### src/rtl/gfx_line_arb.sv
// Round-robin scheduler sharing one Bresenham line engine among NUM_REQ clients.
// Accept-to-first-pixel 4 cycles; pix_ready=0 freezes the engine, the held pixel and the line in flight.

module gfx_line #(
    parameter int XB = 10,
    parameter int YB = 9
) (
    input  logic          clk,
    input  logic          reset,
    input  logic          start_i,
    input  logic          enable_i,
    input  logic [XB-1:0] x0_i,
    input  logic [YB-1:0] y0_i,
    input  logic [XB-1:0] x1_i,
    input  logic [YB-1:0] y1_i,
    output logic [XB-1:0] x_o,
    output logic [YB-1:0] y_o,
    output logic          done_o
);
    localparam int EB = ((XB > YB) ? XB : YB) + 3;
    localparam logic signed [EB-1:0] ZERO = '0;

    typedef enum logic [2:0] {E_IDLE, E_INIT0, E_INIT1, E_DRAW, E_DONE} eng_state_e;

    eng_state_e            state_q, state_d;
    logic [XB-1:0]         xa_q, xa_d, xb_q, xb_d, x_q, x_d;
    logic [YB-1:0]         ya_q, ya_d, yb_q, yb_d, y_q, y_d;
    logic                  right_q, right_d;
    logic signed [EB-1:0]  dx_q, dx_d, dy_q, dy_d, err_q, err_d, e2;
    logic                  xstep, ystep;

    always_comb begin
        state_d = state_q;
        xa_d    = xa_q;
        ya_d    = ya_q;
        xb_d    = xb_q;
        yb_d    = yb_q;
        x_d     = x_q;
        y_d     = y_q;
        right_d = right_q;
        dx_d    = dx_q;
        dy_d    = dy_q;
        err_d   = err_q;
        e2      = err_q <<< 1;
        xstep   = (e2 >= dy_q);
        ystep   = (e2 <= dx_q);
        unique case (state_q)
            E_IDLE: begin
                if (start_i) begin
                    // Normalise so the line always runs top to bottom.
                    if (y0_i > y1_i) begin
                        xa_d = x1_i; ya_d = y1_i; xb_d = x0_i; yb_d = y0_i;
                    end else begin
                        xa_d = x0_i; ya_d = y0_i; xb_d = x1_i; yb_d = y1_i;
                    end
                    state_d = E_INIT0;
                end
            end
            E_INIT0: begin
                right_d = (xb_q >= xa_q);
                dx_d    = (xb_q >= xa_q) ? $signed({{(EB-XB){1'b0}}, xb_q - xa_q})
                                         : $signed({{(EB-XB){1'b0}}, xa_q - xb_q});
                dy_d    = -$signed({{(EB-YB){1'b0}}, yb_q - ya_q});
                state_d = E_INIT1;
            end
            E_INIT1: begin
                err_d   = dx_q + dy_q;
                x_d     = xa_q;
                y_d     = ya_q;
                state_d = E_DRAW;
            end
            E_DRAW: begin
                if (enable_i) begin
                    if (x_q == xb_q && y_q == yb_q) begin
                        state_d = E_DONE;
                    end else begin
                        if (xstep) x_d = right_q ? x_q + 1'b1 : x_q - 1'b1;
                        if (ystep) y_d = y_q + 1'b1;
                        err_d = err_q + (xstep ? dy_q : ZERO) + (ystep ? dx_q : ZERO);
                    end
                end
            end
            E_DONE:  state_d = E_IDLE;
            default: state_d = E_IDLE;
        endcase
    end

    always_ff @(posedge clk) begin
        if (reset) begin
            state_q <= E_IDLE;
            xa_q    <= '0;
            ya_q    <= '0;
            xb_q    <= '0;
            yb_q    <= '0;
            x_q     <= '0;
            y_q     <= '0;
            right_q <= 1'b0;
            dx_q    <= '0;
            dy_q    <= '0;
            err_q   <= '0;
        end else begin
            state_q <= state_d;
            xa_q    <= xa_d;
            ya_q    <= ya_d;
            xb_q    <= xb_d;
            yb_q    <= yb_d;
            x_q     <= x_d;
            y_q     <= y_d;
            right_q <= right_d;
            dx_q    <= dx_d;
            dy_q    <= dy_d;
            err_q   <= err_d;
        end
    end

    assign x_o    = x_q;
    assign y_o    = y_q;
    assign done_o = (state_q == E_DONE);
endmodule

module gfx_line_arb #(
    parameter  int FB_WIDTH  = 640,
    parameter  int FB_HEIGHT = 480,
    parameter  int NUM_REQ   = 2,
    localparam int XB        = $clog2(FB_WIDTH),
    localparam int YB        = $clog2(FB_HEIGHT),
    localparam int OB        = (NUM_REQ > 1) ? $clog2(NUM_REQ) : 1
) (
    input  logic                  clk,
    input  logic                  reset,
    input  logic [NUM_REQ-1:0]    req_valid_i,
    output logic [NUM_REQ-1:0]    req_ready_o,
    input  logic [NUM_REQ*XB-1:0] req_x0_i,
    input  logic [NUM_REQ*YB-1:0] req_y0_i,
    input  logic [NUM_REQ*XB-1:0] req_x1_i,
    input  logic [NUM_REQ*YB-1:0] req_y1_i,
    output logic [NUM_REQ-1:0]    req_done_o,
    output logic                  pix_valid_o,
    input  logic                  pix_ready_i,
    output logic [XB-1:0]         pix_x_o,
    output logic [YB-1:0]         pix_y_o,
    output logic [OB-1:0]         pix_owner_o,
    output logic                  busy_o
);
    typedef enum logic [2:0] {S_ARB, S_START, S_WAIT0, S_WAIT1, S_DRAW} state_e;

    state_e        state_q, state_d;
    logic [OB-1:0] rr_ptr_q, rr_ptr_d, owner_q, owner_d;
    logic [XB-1:0] x0_q, x0_d, x1_q, x1_d;
    logic [YB-1:0] y0_q, y0_d, y1_q, y1_d;
    logic [OB-1:0] grant, cand;
    logic          found;
    int            idx, nxt;
    logic          eng_start, eng_enable, eng_done;
    logic [XB-1:0] eng_x;
    logic [YB-1:0] eng_y;

    // Rotating priority search starting at rr_ptr.
    always_comb begin
        found = 1'b0;
        grant = '0;
        cand  = '0;
        idx   = 0;
        for (int k = 0; k < NUM_REQ; k++) begin
            idx = int'(rr_ptr_q) + k;
            if (idx >= NUM_REQ) idx = idx - NUM_REQ;
            cand = OB'(idx);
            if (!found && req_valid_i[cand]) begin
                found = 1'b1;
                grant = cand;
            end
        end
        nxt = int'(grant) + 1;
        if (nxt >= NUM_REQ) nxt = 0;
    end

    always_comb begin
        state_d     = state_q;
        rr_ptr_d    = rr_ptr_q;
        owner_d     = owner_q;
        x0_d        = x0_q;
        y0_d        = y0_q;
        x1_d        = x1_q;
        y1_d        = y1_q;
        req_ready_o = '0;
        req_done_o  = '0;
        eng_start   = 1'b0;
        eng_enable  = 1'b0;
        pix_valid_o = 1'b0;
        unique case (state_q)
            S_ARB: begin
                if (found) begin
                    req_ready_o[grant] = 1'b1;
                    x0_d     = req_x0_i[grant*XB +: XB];
                    y0_d     = req_y0_i[grant*YB +: YB];
                    x1_d     = req_x1_i[grant*XB +: XB];
                    y1_d     = req_y1_i[grant*YB +: YB];
                    owner_d  = grant;
                    rr_ptr_d = OB'(nxt);
                    state_d  = S_START;
                end
            end
            S_START: begin
                eng_start = 1'b1;
                state_d   = S_WAIT0;
            end
            S_WAIT0: state_d = S_WAIT1;
            S_WAIT1: state_d = S_DRAW;
            S_DRAW: begin
                eng_enable  = pix_ready_i;
                pix_valid_o = !eng_done;
                if (eng_done) begin
                    req_done_o[owner_q] = 1'b1;
                    state_d = S_ARB;
                end
            end
            default: state_d = S_ARB;
        endcase
        pix_x_o = pix_valid_o ? eng_x : '0;
        pix_y_o = pix_valid_o ? eng_y : '0;
    end

    always_ff @(posedge clk) begin
        if (reset) begin
            state_q  <= S_ARB;
            rr_ptr_q <= '0;
            owner_q  <= '0;
            x0_q     <= '0;
            y0_q     <= '0;
            x1_q     <= '0;
            y1_q     <= '0;
        end else begin
            state_q  <= state_d;
            rr_ptr_q <= rr_ptr_d;
            owner_q  <= owner_d;
            x0_q     <= x0_d;
            y0_q     <= y0_d;
            x1_q     <= x1_d;
            y1_q     <= y1_d;
        end
    end

    gfx_line #(.XB(XB), .YB(YB)) u_line (
        .clk      (clk),
        .reset    (reset),
        .start_i  (eng_start),
        .enable_i (eng_enable),
        .x0_i     (x0_q),
        .y0_i     (y0_q),
        .x1_i     (x1_q),
        .y1_i     (y1_q),
        .x_o      (eng_x),
        .y_o      (eng_y),
        .done_o   (eng_done)
    );

    assign pix_owner_o = owner_q;
    assign busy_o      = (state_q != S_ARB);
endmodule
### config.mk
export PLATFORM = sky130hd
export DESIGN_NAME = gfx_line_arb
export DESIGN_NICKNAME = d
export VERILOG_FILES = /design/src/rtl/gfx_line_arb.sv
export SDC_FILE = /design/constraint.sdc
export NUM_CORES = 1
export LEC_CHECK = 0
export ABC_AREA = 1
export BUFFER_PORTS_ARGS = -buffer_cell sky130_fd_sc_hd__buf_2
export CAP_MARGIN = 20
export CORE_MARGIN = 4
export CORE_UTILIZATION = 50
export DETAILED_ROUTE_END_ITERATION = 8
export GPL_TIMING_DRIVEN = 0
export PLACE_DENSITY = 0.72
export SETUP_SLACK_MARGIN = 0.05
export SYNTH_ARGS = -nofsm -noshare
export SYNTH_HDL_FRONTEND = slang
export SYNTH_SLANG_ARGS = --single-unit
### constraint.sdc
create_clock -name clk -period 3.37 [get_ports clk]
set_input_delay 0 -clock clk [delete_from_list [all_inputs] [get_ports clk]]
set_output_delay 0 -clock clk [all_outputs]
set_load 0.02 [all_outputs]
==> results of run 1 <==
-- registers in the layout, summed over array words and instances (netlist names), 3 cells and up --
register	count
u_line.yb_q	9
u_line.x_o	10
u_line.y_o	9
u_line.ya_q	9
x0_q	10
state_q	3
x1_q	10
u_line.xa_q	10
y0_q	9
y1_q	9
u_line.dy_q	13
u_line.state_q	3
u_line.dx_q	10
u_line.xb_q	10
u_line.err_q	12
-- report_power, final --
part	total (uW)	switching, uW	internal (uW)
sequential	2480	422	2050
clock	1950	801	1150
combinational	8670	5100	3570
total	13100	6320	6780
-- cell families (layout without fill, tap and decap cells) --
family | count (synthesis) | after routing | synth area share
buffers and inverters | 275 | 537 | 0.105
and+or+nand+nor | 604 | 604 | 0.241
AOI/OAI and AO/OA | 364 | 364 | 0.203
adders and majority gates | 104 | 104 | 0.135
DFF | 139 | 139 | 0.264
xor gates and xnor gates | 59 | 59 | 0.0525
-- layer usage --
| metal | wire, um | global-route usage | part of all wire |
|---|---|---|---|
| met5 | 0 | 0 | 0 |
| met3 | 1990 | 0.0478 | 0.058 |
| met1 | 14100 | 0.342 | 0.41 |
| met2 | 16700 | 0.502 | 0.49 |
| met4 | 1210 | 0.107 | 0.036 |
-- critical path, stage by stage, from the launching register on --
cell      delay (ns)
dfxtp_2         0.34
inv_2           0.06
ha_4            0.27
nand3_4         0.10
nor3_4          0.24
nand4_1         0.16
nand3_2         0.14
buf_8           0.13
buf_12          0.11
nand2_4         0.04
fa_1            0.51
inv_2           0.05
ha_4            0.29
nand2_4         0.07
nor3_4          0.25
a21oi_2         0.10
o21bai_1        0.19
a21oi_1         0.08
o21ai_1         0.12
nand2_1         0.07
a21oi_2         0.10
nor2_1          0.05
-- timing repair --
action                                 CTS  global route
hold buffers                            77             0
endpoints found under the hold margin   39             0
cloned                                   1             0
resized for setup                      123            54
setup endpoints to repair               10            10
pin swaps                               43            46
buffers inserted                        32            14
-- worst max path at each step --
| stage | from | endpoint | slack, ns |
|---|---|---|---|
| finish | u_line.dx_q[9] | u_line.err_q[9] | -0.24 |
| global route | u_line.dx_q[9] | u_line.err_q[9] | -0.38 |
| CTS | u_line.err_q[3] | u_line.err_q[9] | -0.13 |
| detailed placement | u_line.dx_q[4] | u_line.err_q[9] | -0.89 |
| global placement | u_line.dx_q[4] | u_line.err_q[9] | -0.68 |
| floorplan | u_line.dy_q[12] | u_line.err_q[9] | 0.06 |
-- per-stage QoR --
stage,std cells,area [um2]
2_1_floorplan,1545,10600
3_3_place_gp,1921,11400
3_5_place_dp,1921,11400
4_1_cts,2063,13500
5_1_grt,2077,13900
6_report,2077,13900
-- placed cells by master, fill, tap and decap left out, drive strengths merged, types with 3 or more instances in the layout --
cell and count:
nand2 391, inv 212, buf 179, a21oi 164, dfxtp 139, o21ai 109
nor2 108, ha 88, dlygate4sd3 77, nand3 60, clkbuf 60, a31oi 42
xor2 31, xnor2 28, o211ai 19, nand4 18, fa 16, nor3 14
a21o 7, o21bai 6, a211oi 6, clkinv 6, or2 5, nand3b 4
nor4 3, a221oi 3
-- final cells by class --
class / count / area [um2] / area share
Buffer: 67 / 345 / 0.0249
Clock buffer: 19 / 453 / 0.0327
Clock inverter: 13 / 154 / 0.0111
Inverter: 208 / 791 / 0.0571
Multi-Input combinational cell: 1131 / 7250 / 0.523
Sequential cell: 139 / 2840 / 0.205
Tap cell: 270 / 338 / 0.0244
Timing Repair Buffer: 230 / 1680 / 0.121
-- synthesized netlist by cell type, types with 14 or more instances --
cell type  number
a21oi_1       150
a21oi_2        14
a31oi_1        42
buf_2          16
clkbuf_1       39
dfxtp_1       139
fa_1           16
ha_1           88
inv_1         199
nand2_1       375
nand2_2        15
nand3_1        58
nand4_1        18
nor2_1        103
o21ai_0        99
xnor2_1        27
xor2_1         27
==> results.txt, run 1 <==
WHS - 0.0475 ns
Number of diodes - 0
Yosys reg bits - 139
H-Tree Level Count - 4
WP data required - 3.69 ns
Drt pass-1 iters - 5
Sequential-to-total area share from yosys stat - 0.264
Slew margin rel. - 0.445
Starting Density - 0.515
DP Worst Slack - -0.889 ns
Critical Path AT - 3.92 ns
Synth Area per Inst - 6.83 um2
Largest cells by area after synthesis - dfxtp_1 (26%), nand2_1 (13%), ha_1 (10%)
Global-route wire length before repair - 54600 um
CTS root buf - clkbuf_16
RSZ-0062 raised after global routing - yes
Synth async-reset ratio - 0
Wire per inst - 16.4 um
Fill cells - 1695
Yosys top cell area share - 0.264
Final count of hold timing violations - 0
Worst setup SP type - register
Core Util, Final - 0.676
Clk buf depth - 2
GPL Wtd Cong - 0.939
ANT nets after route - 0
Synthesized area - 10600 um2
Vias in the first global route - 11100
FMAX - 277 MHz
Maximum VDD drop - 437 uV
Post-synth EDFFs - 0
R2R Path End - u_line.err_q[9]
Fin worst setup slack - -0.237 ns
Fin crit period - 3.61 ns
Clock transition at path regs - 0.07 ns
Die footprint - 23500 um2
Final period util - 1.07
Failing checks - setup timing
Post-synth top area cell - dfxtp_1
Worst hold path stage count - 4
Initial antenna violation count - 0
End point of the worst hold path - state_q[0]
Slew @ Worst Pin - 0.833 ns
Max-Cap Viols - 0
Tot GR Track Use - 0.283
Leakage - 0.00618 uW
Min-Delay Path Class - primary input to register
Dominant synthesized flop cell - dfxtp_1
Clock latency on the worst-skew pair - 0.42 ns
1st-iter DRT viols - 777
Cells after Synth - 1545
Worst Setup End Kind - register
DP HPWL - 24200 um
Via count - 11300
Post-route DRC - 0
TritonCTS Buffers - 17
GR Overflow Total - 0
Hold path startpoint - req_valid_i[1]
Area grow syn2layout - 31.2%
Port Buffers - 106
Status - finished with violations
Io pins - 107
Core area - 20500 um2
FF-to-FF Start - u_line.dx_q[9]
Syn Nets - 1730
Die Wd - 153 um
Pin count of the biggest net entering global routing - 17
Nets - 1979
DR vias/cell - 5.43
Power density over the cells - 946 nW/um2
TritonCTS clock tree - done
Layout cells sized above 1 - 0.234
Critical Path Fanout Max - 6
Max-slew violation count - 0
Crit path kind - register to register
Clk_skew - 0.0107 ns
# rows - 52
Post-route setup TNS - -1.09 ns
Reg2reg setup slack - -0.24 ns
Clock Sinks - 139
Final setup fails - 8
Pwr Total - 13100 uW
R2r worst-path depth - 21
Yosys warnings - 0
Die Y - 153 um
Total wire length - 34100 um
Unique masters post-synth - 51
Power figures use the tool's default switching activity.
==> run 2: changes to the inputs <==
- CORE_UTILIZATION: 50 -> 41
- PLACE_DENSITY: 0.72 -> unset
==> results.txt, run 2 (synthesis results as in run 1) <==
Biggest register - u_line.dy_q
Min-Delay Path Class - primary input to register
Multi-input logic area - 7290 um2
Io pins - 107
Max-Cap Viols - 0
Clock latency on the worst-skew pair - 0.43 ns
Critical Path AT - 3.85 ns
FMAX - 283 MHz
CTS root buf - clkbuf_16
Leakage - 0.00617 uW
Comb pwr share - 0.656
Final period util - 1.05
Maximum VDD drop - 430 uV
Die Wd - 168 um
Global-route wire length before repair - 55000 um
Max-slew violation count - 0
Commonest cells after routing, fill and taps aside - nand2_1 (359), inv_1 (174), a21oi_1 (140), buf_2 (121), dfxtp_1 (107)
Failing checks - setup timing
Most common cell after layout, fill and taps aside - nand2_1
Max FFs per register - 13
Final count of hold timing violations - 0
Clock transition at path regs - 0.07 ns
Pin count of the biggest net entering global routing - 17
# rows - 58
DP HPWL - 25600 um
GPL Wtd Cong - 0.926
Worst setup SP type - register
Initial antenna violation count - 0
Flop pwr share - 0.189
RSZ-0062 raised after global routing - yes
Switching power share of the total - 0.478
Fin crit period - 3.53 ns
Clk_skew - 0.0144 ns
Die Y - 168 um
Clock Sinks - 139
Die footprint - 28400 um2
1st-iter DRT viols - 608
Total wire length - 34100 um
Core area - 25300 um2
Worst Setup End Kind - register
Clk buf depth - 2
Post-Layout Cell Count - 2135
DP Area - 11500 um2
Area grow syn2layout - 32.4%
Number of diodes - 0
Tot GR Track Use - 0.238
TritonCTS clock tree - done
Crit path kind - register to register
Drt pass-1 iters - 5
Int Power - 6850 uW
H-Tree Level Count - 4
Vias in the first global route - 11200
GR Overflow Total - 0
ANT nets after route - 0
Largest regs - u_line.dy_q x13, u_line.err_q x12
Slew margin rel. - 0.378
Layout cells sized above 1 - 0.236
Starting Density - 0.418
Fin worst setup slack - -0.159 ns
Placed cells - 1981
DR vias/cell - 5.12
Final setup fails - 7
Fin area - 14000 um2
Status - finished with violations
Psw - 6270 uW
Port Buffers - 106
Fill cells - 2463
Power density over the cells - 938 nW/um2
Critical Path Fanout Max - 5
Wire per inst - 16.0 um
Sequential Area - 2850 um2
Via count - 10900
Post-route DRC - 0
Clk pwr share - 0.154
Slew @ Worst Pin - 0.934 ns
WP data required - 3.69 ns
TritonCTS Buffers - 17
Nets - 1977
run 2: cell types whose count changed in the layout (fill, tap and decap cells not counted), moves of 2 or more:
cell      before  now
buf_6          9    7
clkbuf_8       2    0
ha_1          63   59
ha_4          24   28
inv_1        177  174
inv_4          2    4
inv_8          1    4
nand2_1      357  359
o21ai_1       17   19
o21ai_2        5    3
run 2: power groups by stage:
| stage | Clock (uW) | Sequential, uW | Combinational [uW] |
|---|---|---|---|
| after floorplan | 0 | 2310 | 5230 |
| after global placement | 0 | 2460 | 6630 |
| after detailed placement | 0 | 2470 | 6710 |
| after CTS | 2050 | 2460 | 8140 |
| after global routing | 2120 | 2530 | 9490 |
| final | 2030 | 2480 | 8610 |
run 2: final timing paths:
| path | cells past startpoint | start | end | slack (ns) |
|---|---|---|---|---|
| max | 22 | u_line.dx_q[4] | u_line.err_q[9] | -0.16 |
| max reg2reg | 22 | u_line.dx_q[4] | u_line.err_q[9] | -0.16 |
| min | 5 | req_valid_i[0] | state_q[0] | 0.08 |
| min reg2reg | 2 | u_line.dy_q[12] | u_line.dy_q[12] | 0.48 |
run 2: what timing repair did:
| action | 4_1_cts | 5_1_grt |
|---|---|---|
| setup endpoints to repair | 10 | 10 |
| endpoints found under the hold margin | 39 | 0 |
| pin swaps | 44 | 41 |
| buffers inserted | 31 | 13 |
| hold buffers | 77 | 0 |
| gates resized for setup | 138 | 48 |
| gates cloned | 2 | 0 |
run 2: per-stage QoR:
step / power [uW] / setup TNS, ns / setup WS, ns / hold slack [ns] / util
final: 13100 / -0.563 / -0.159 / 0.0828 / 0.554
after global routing: 14100 / -1.99 / -0.340 / 0.169 / 0.554
after CTS: 12600 / -0.358 / -0.120 / 0.0640 / 0.543
after detailed placement: 9180 / -4.99 / -0.751 / 0.268 / 0.456
after global placement: 9100 / -5.08 / -0.715 / 0.261 / 0.456
after floorplan: 7550 / 0 / 0.0642 / 0.158 / -
run 2: layer usage:
layer	vias to the layer above	part of all wire	global-route usage
met5	-	0	0
met4	0	0.030	0.0953
met3	55	0.049	0.0327
met2	289	0.48	0.419
met1	5035	0.44	0.293
li1	5556	-	-
run 2: area by class of cell:
cell class | count | area share
Buffer | 67 | 0.0250
Clock buffer | 17 | 0.0304
Clock inverter | 15 | 0.0145
Inverter | 208 | 0.0569
Multi-Input combinational cell | 1131 | 0.522
Sequential cell | 139 | 0.203
Tap cell | 330 | 0.0295
Timing Repair Buffer | 228 | 0.119
run 2: critical path, stage by stage, from the launching register on:
cell	delay [ns]
dfxtp_2	0.32
inv_1	0.07
ha_4	0.29
nand4_1	0.11
o221ai_2	0.17
nand2_1	0.07
nand2_1	0.07
nand3_2	0.12
buf_8	0.16
nand2_2	0.06
fa_1	0.41
inv_1	0.08
ha_2	0.19
inv_2	0.05
fa_2	0.42
inv_4	0.10
a21oi_4	0.06
o21bai_1	0.20
a21oi_1	0.08
o21ai_1	0.12
nand2_1	0.08
a21oi_2	0.12
nor2_1	0.06
